## src/rtl/reg_file.sv

```systemverilog
// 16x8 register file: two combinational read ports, one synchronous write port, R[OUT_ADDR] mirrored on cpu_out.
// Write takes effect on the rising edge (no read bypass); reads are zero-latency; no backpressure, every write strobe is accepted.
module reg_file #(
  parameter int DATA_WIDTH = 8,
  parameter int ADDR_WIDTH = 4,
  parameter int OUT_ADDR   = 15
) (
  input  logic [ADDR_WIDTH-1:0] RA1,
  input  logic [ADDR_WIDTH-1:0] RA2,
  input  logic [ADDR_WIDTH-1:0] WA,
  input  logic [DATA_WIDTH-1:0] data_in,
  input  logic                  clk,
  input  logic                  write_enable,
  output logic [DATA_WIDTH-1:0] data_out1,
  output logic [DATA_WIDTH-1:0] data_out2,
  output logic [DATA_WIDTH-1:0] cpu_out,
  input  logic                  reset
);

  localparam int NUM_REGS = 2 ** ADDR_WIDTH;

  logic [DATA_WIDTH-1:0] regs [NUM_REGS];

  // Only a definite 1 writes; an unknown strobe is treated as idle.
  always_ff @(posedge clk or negedge reset) begin
    if (!reset) begin
      for (int i = 0; i < NUM_REGS; i++) begin
        regs[i] <= '0;
      end
    end else if (write_enable == 1'b1) begin
      regs[WA] <= data_in;
    end
  end

  assign data_out1 = regs[RA1];
  assign data_out2 = regs[RA2];
  assign cpu_out   = regs[OUT_ADDR];

endmodule

```

## config.mk

```make
export PLATFORM = sky130hd
export DESIGN_NAME = reg_file
export DESIGN_NICKNAME = d
export VERILOG_FILES = /design/src/rtl/reg_file.sv
export SDC_FILE = /design/constraint.sdc
export NUM_CORES = 1
export LEC_CHECK = 0
export CORE_ASPECT_RATIO = 1.25
export CORE_UTILIZATION = 35
export DETAILED_ROUTE_END_ITERATION = 8
export PLACE_DENSITY_LB_ADDON = 0.2
export SYNTH_ARGS = -nofsm -noshare
export SYNTH_HDL_FRONTEND = slang
export SYNTH_SLANG_ARGS = --single-unit
```

## constraint.sdc

```tcl
create_clock -name clk -period 4.9 [get_ports clk]
set_clock_uncertainty 0.05 [all_clocks]
set_input_delay 0.735 -clock clk [delete_from_list [all_inputs] [get_ports clk]]
set_output_delay 0.735 -clock clk [all_outputs]
set_load 0.1 [all_outputs]
```

== After elaboration in Yosys (flattened, before gate mapping) ==
Cells that the tools add are included.

* Order comparisons: 4
* Mux-type cells: 9
* Bitwise operators: 3
* Reduce and logical (&&, ||, !) cells: 1

{| class="wikitable"
|+ Operator list
! operator !! count
|-
| $bwmux W128 || 1
|-
| $bmux W8 S4 || 2
|-
| $mux W8 || 5
|-
| $demux W8 S4 || 1
|-
| $ge A5 B5 Y1 const B || 3
|-
| $not A4 Y5 || 3
|-
| $lt A5 B1 Y1 const B || 1
|-
| $logic_and A1 B1 Y1 || 1
|}

* Register bits after elaboration: 128
* Input bits: 23
* Output and inout bits: 24
* Logic and storage cells: 33

== Logic depth before layout (Yosys ltp) ==
* Word-level depth: 6
* Depth in mapped cells: 5
* Mapped depth without buffers: 3

== Least setup slack after synthesis ==
OpenSTA, ideal clock, no wires.

* Kind: input to output
* Start point: input RA1[0]
* End point: output data_out1[1]
* Data arrival time: 2.435 ns
* Data required time: 4.115 ns
* Setup slack: 1.680 ns
* Cell stages on the path: 5
* Path buffers: 2
* Cells stage by stage: buf_2 -> buf_2 -> mux4_2 -> a22oi_1 -> nand2_1

* Longest elaborated chain between the ends: 4

{| class="wikitable"
|+ Ends and longest elaborated chain
! element !! RTL line !! text
|-
| start, declared || 8 || <nowiki>input logic [ADDR_WIDTH-1:0] RA1,</nowiki>
|-
| $not A4 Y5 (implied by the code) || 35 || <nowiki>assign data_out1 = regs[RA1];</nowiki>
|-
| $bmux W8 S4 || 35 ||
|-
| $mux W8 (implied by the code) (2 in a row) || 35 ||
|-
| end, declared || 14 || <nowiki>output logic [DATA_WIDTH-1:0] data_out1,</nowiki>
|}

No other way between the ends. The select of a mux whose other input is x is not followed.

== Worst setup path after layout ==
* Start point: input RA2[3]
* End point: output data_out2[0]

* Longest elaborated chain between the ends: 4

{| class="wikitable"
|+ Ends and longest elaborated chain
! element !! RTL line !! text
|-
| start, declared || 9 || <nowiki>input logic [ADDR_WIDTH-1:0] RA2,</nowiki>
|-
| $not A4 Y5 (implied by the code) || 36 || <nowiki>assign data_out2 = regs[RA2];</nowiki>
|-
| $bmux W8 S4 || 36 ||
|-
| $mux W8 (implied by the code) (2 in a row) || 36 ||
|-
| end, declared || 15 || <nowiki>output logic [DATA_WIDTH-1:0] data_out2,</nowiki>
|}

No other way between the ends. The select of a mux whose other input is x is not followed.

==> metrics <==
sequential area share after synthesis=46.3%; post-route cell area=0.00809 mm^2; die footprint=0.0203 mm^2; clk sinks=128; ant diodes=0; Gate Count Post-Synth=443; Overall Global Routing Usage=19.5%; clock insertion delay at the later pin of the skew report=420 ps; area post-placement=0.00749 mm^2; vias in the first global route=4,625; measured slew at the worst slew-check pin=1180 ps; IO Port Bufs=46; clk root buf=sky130_fd_sc_hd__clkbuf_16; number of antenna-violating nets in the routed design=0; synthesized netlist net count=466; Lkg Pwr=3.29 nW; leading cell types by total area after synthesis=sky130_fd_sc_hd__dfrtp_1 46%, sky130_fd_sc_hd__mux4_2 21%, sky130_fd_sc_hd__mux2_2 20%; I/O Pins=47; die height=159 um; starting utilization of the core area=35.6%; pwr/cell area=491 mW/mm^2; number of H-tree levels=4; final sum of negative setup slack=0 ps; Routed WL=18,400 um; global-route wire length before repair=28,800 um; fmax=275 MHz; detail-routed net length per standard cell=24.5 um; maximum net fanout on the critical path=8; Remaining Overflow, GRT=0; first-pass detailed-route iteration total=6; proportion of layout cells with a drive suffix above 1=54.8%; hold violation total from the final report=0; Final setup violation count=0; post-route minimum period=3630 ps; cell with the most instances after synthesis=sky130_fd_sc_hd__dfrtp_1; status=finished, violations left; final RePlAce weighted congestion=0.791; Yosys top cell by area=sky130_fd_sc_hd__dfrtp_1; Maximum Capacitance Violations=0; synthesized area=0.00691 mm^2; Critical R2R Launch=regs[60]; count of flip-flops with a built-in enable after synthesis=0; violations in the final reports=DRC; final routed DRC violation total=1; CTS tree=done; element type at the critical path start=input pin; RSZ-0062 raised after global routing=no; largest net degree at the start of global routing=64; element type at the critical path end=primary output; Post-synth top flop=sky130_fd_sc_hd__dfrtp_1; site row count=57; antenna violations before repair=0; via count=4,231; final worst path period share=74.1%; CTS buffer count=17; count of distinct cell types in the synthesized netlist=24; DR iter-0 viols=199; HPWL after detailed placement=12,500 um; required time at the worst-slack endpoint=4120 ps; post-CTS setup-driven buffer insertion count=0; filler cell count=1,802; data arrival time of the critical path=2850 ps; post-cts repair resize count=0; area share of the largest cell type after synthesis=46.3%; headroom to the max-slew limit=21.2%; Area growth, synth to finish=17.1%; max-slew violation count=0; buffer levels on the longest clock path=2; layout net count=497; ratio of routed vias to standard cells=5.63; core region area=0.0194 mm^2; yosys synthesis warning count=0; CTS Hold Buffers Added=0; Setup CP Type=input pin to primary output; Hold/Removal Path Class=input pin to async pin; launch point of the worst path=RA2[3]; peak supply drop=0.247 mV; Die X-Extent=128 um; most frequent cells after synthesis=128 x sky130_fd_sc_hd__dfrtp_1, 120 x sky130_fd_sc_hd__mux2_2, 64 x sky130_fd_sc_hd__mux4_2; clock-pin slew reported for the worst setup and hold paths after clock tree synthesis=60 ps; Syn Area/Cell=15.6 um^2; post-synthesis register bit count=128; async set-reset flop share out of synthesis=100%
path summary, 6_finish.rpt:
check                           cells after the start  slack, ps            to
worst max register to register                      1       4030      regs[60]
max in group asynchronous                           2       3450    cpu_out[5]
worst min-delay path                                1        370      regs[30]
worst min register to register                      1        480     regs[118]
min in group clk                                    1        480     regs[118]
worst max-delay path                                5       1270  data_out2[0]
layer usage:
metal | share of wire (%) | up-vias | global-route usage (%)
li1 | - | 1787 | -
met1 | 43 | 2288 | 26.4
met2 | 50 | 124 | 30.7
met3 | 4.8 | 32 | 3.97
met4 | 2.5 | 0 | 8.29
met5 | 0 | - | 0
registers in the layout (all words and copies together), names as in the netlist:
name	cells
cpu_out	8
regs	120
cell type report:
type / count / area [um^2] / area share, %
repair buffers: 54 / 468 / 5.78
well taps: 265 / 332 / 4.10
clock buffers: 18 / 439 / 5.43
flip-flops and latches: 128 / 3200 / 39.6
clock inverters: 14 / 166 / 2.06
multi-input cells: 273 / 3490 / 43.1
worst max-delay path: stages:
cell	delay, ps
sky130_fd_sc_hd__clkdlybuf4s50_1	540
sky130_fd_sc_hd__nor2b_1	770
sky130_fd_sc_hd__a22oi_1	320
sky130_fd_sc_hd__nand2_1	170
sky130_fd_sc_hd__buf_4	300
where the power goes:
group / total [mW] / switching [mW] / internal, mW / leakage, nW
registers: 1.50 / 0.193 / 1.31 / 1.57
clock network: 1.29 / 0.483 / 0.810 / 0.288
logic: 1.18 / 0.657 / 0.522 / 1.43
total: 3.97 / 1.33 / 2.64 / 3.29
layout by cell type, fill, tap and decap left out:
master | Yosys | layout
sky130_fd_sc_hd__buf_2 | 10 | 2
sky130_fd_sc_hd__mux2_4 | 8 | 8
sky130_fd_sc_hd__nor4_4 | 1 | 1
sky130_fd_sc_hd__or3_1 | 2 | 2
sky130_fd_sc_hd__clkbuf_8 | 0 | 1
sky130_fd_sc_hd__nor2b_1 | 4 | 4
sky130_fd_sc_hd__and2_1 | 2 | 2
sky130_fd_sc_hd__or4_4 | 1 | 1
sky130_fd_sc_hd__clkinv_2 | 0 | 4
sky130_fd_sc_hd__nand2_1 | 18 | 18
sky130_fd_sc_hd__buf_4 | 10 | 25
sky130_fd_sc_hd__mux2_2 | 120 | 120
sky130_fd_sc_hd__mux4_2 | 64 | 64
sky130_fd_sc_hd__a22oi_1 | 32 | 32
sky130_fd_sc_hd__nor3_2 | 3 | 3
sky130_fd_sc_hd__clkdlybuf4s50_1 | 0 | 27
sky130_fd_sc_hd__clkinv_4 | 0 | 3
sky130_fd_sc_hd__nand3b_1 | 2 | 2
sky130_fd_sc_hd__nor2_2 | 6 | 6
sky130_fd_sc_hd__nor3_4 | 3 | 3
sky130_fd_sc_hd__clkinvlp_4 | 0 | 4
sky130_fd_sc_hd__nand2b_1 | 1 | 1
sky130_fd_sc_hd__nand3_1 | 2 | 2
sky130_fd_sc_hd__nor2_1 | 2 | 2
sky130_fd_sc_hd__clkbuf_16 | 0 | 17
sky130_fd_sc_hd__bufinv_16 | 0 | 3
sky130_fd_sc_hd__nand2b_4 | 2 | 2
sky130_fd_sc_hd__dfrtp_1 | 128 | 128
cells by family (layout without fill, tap and decap cells):
group	after synthesis	in the layout	synth area share (%)
AO/OA/AOI/OAI	32	32	3.48
buffers and inverters	42	86	3.22
AND/OR/NAND/NOR	49	49	4.82
flip-flops	128	128	46.3
multiplexers	192	192	42.1
per-stage QoR:
stage / util [%] / hold slack [ps] / power, mW / instances / setup WS, ps
after floorplan: - / 389 / 2.40 / 443 / 1680
after global placement: 38.6 / 451 / 2.66 / 720 / 1260
after detailed placement: 38.6 / 464 / 2.70 / 720 / 1280
after CTS: 41.7 / 394 / 4.00 / 752 / 1270
after global routing: 41.7 / 443 / 4.14 / 752 / 1180
final: 41.7 / 372 / 3.97 / 752 / 1270
No activity file was read; power rests on OpenSTA's default activity.
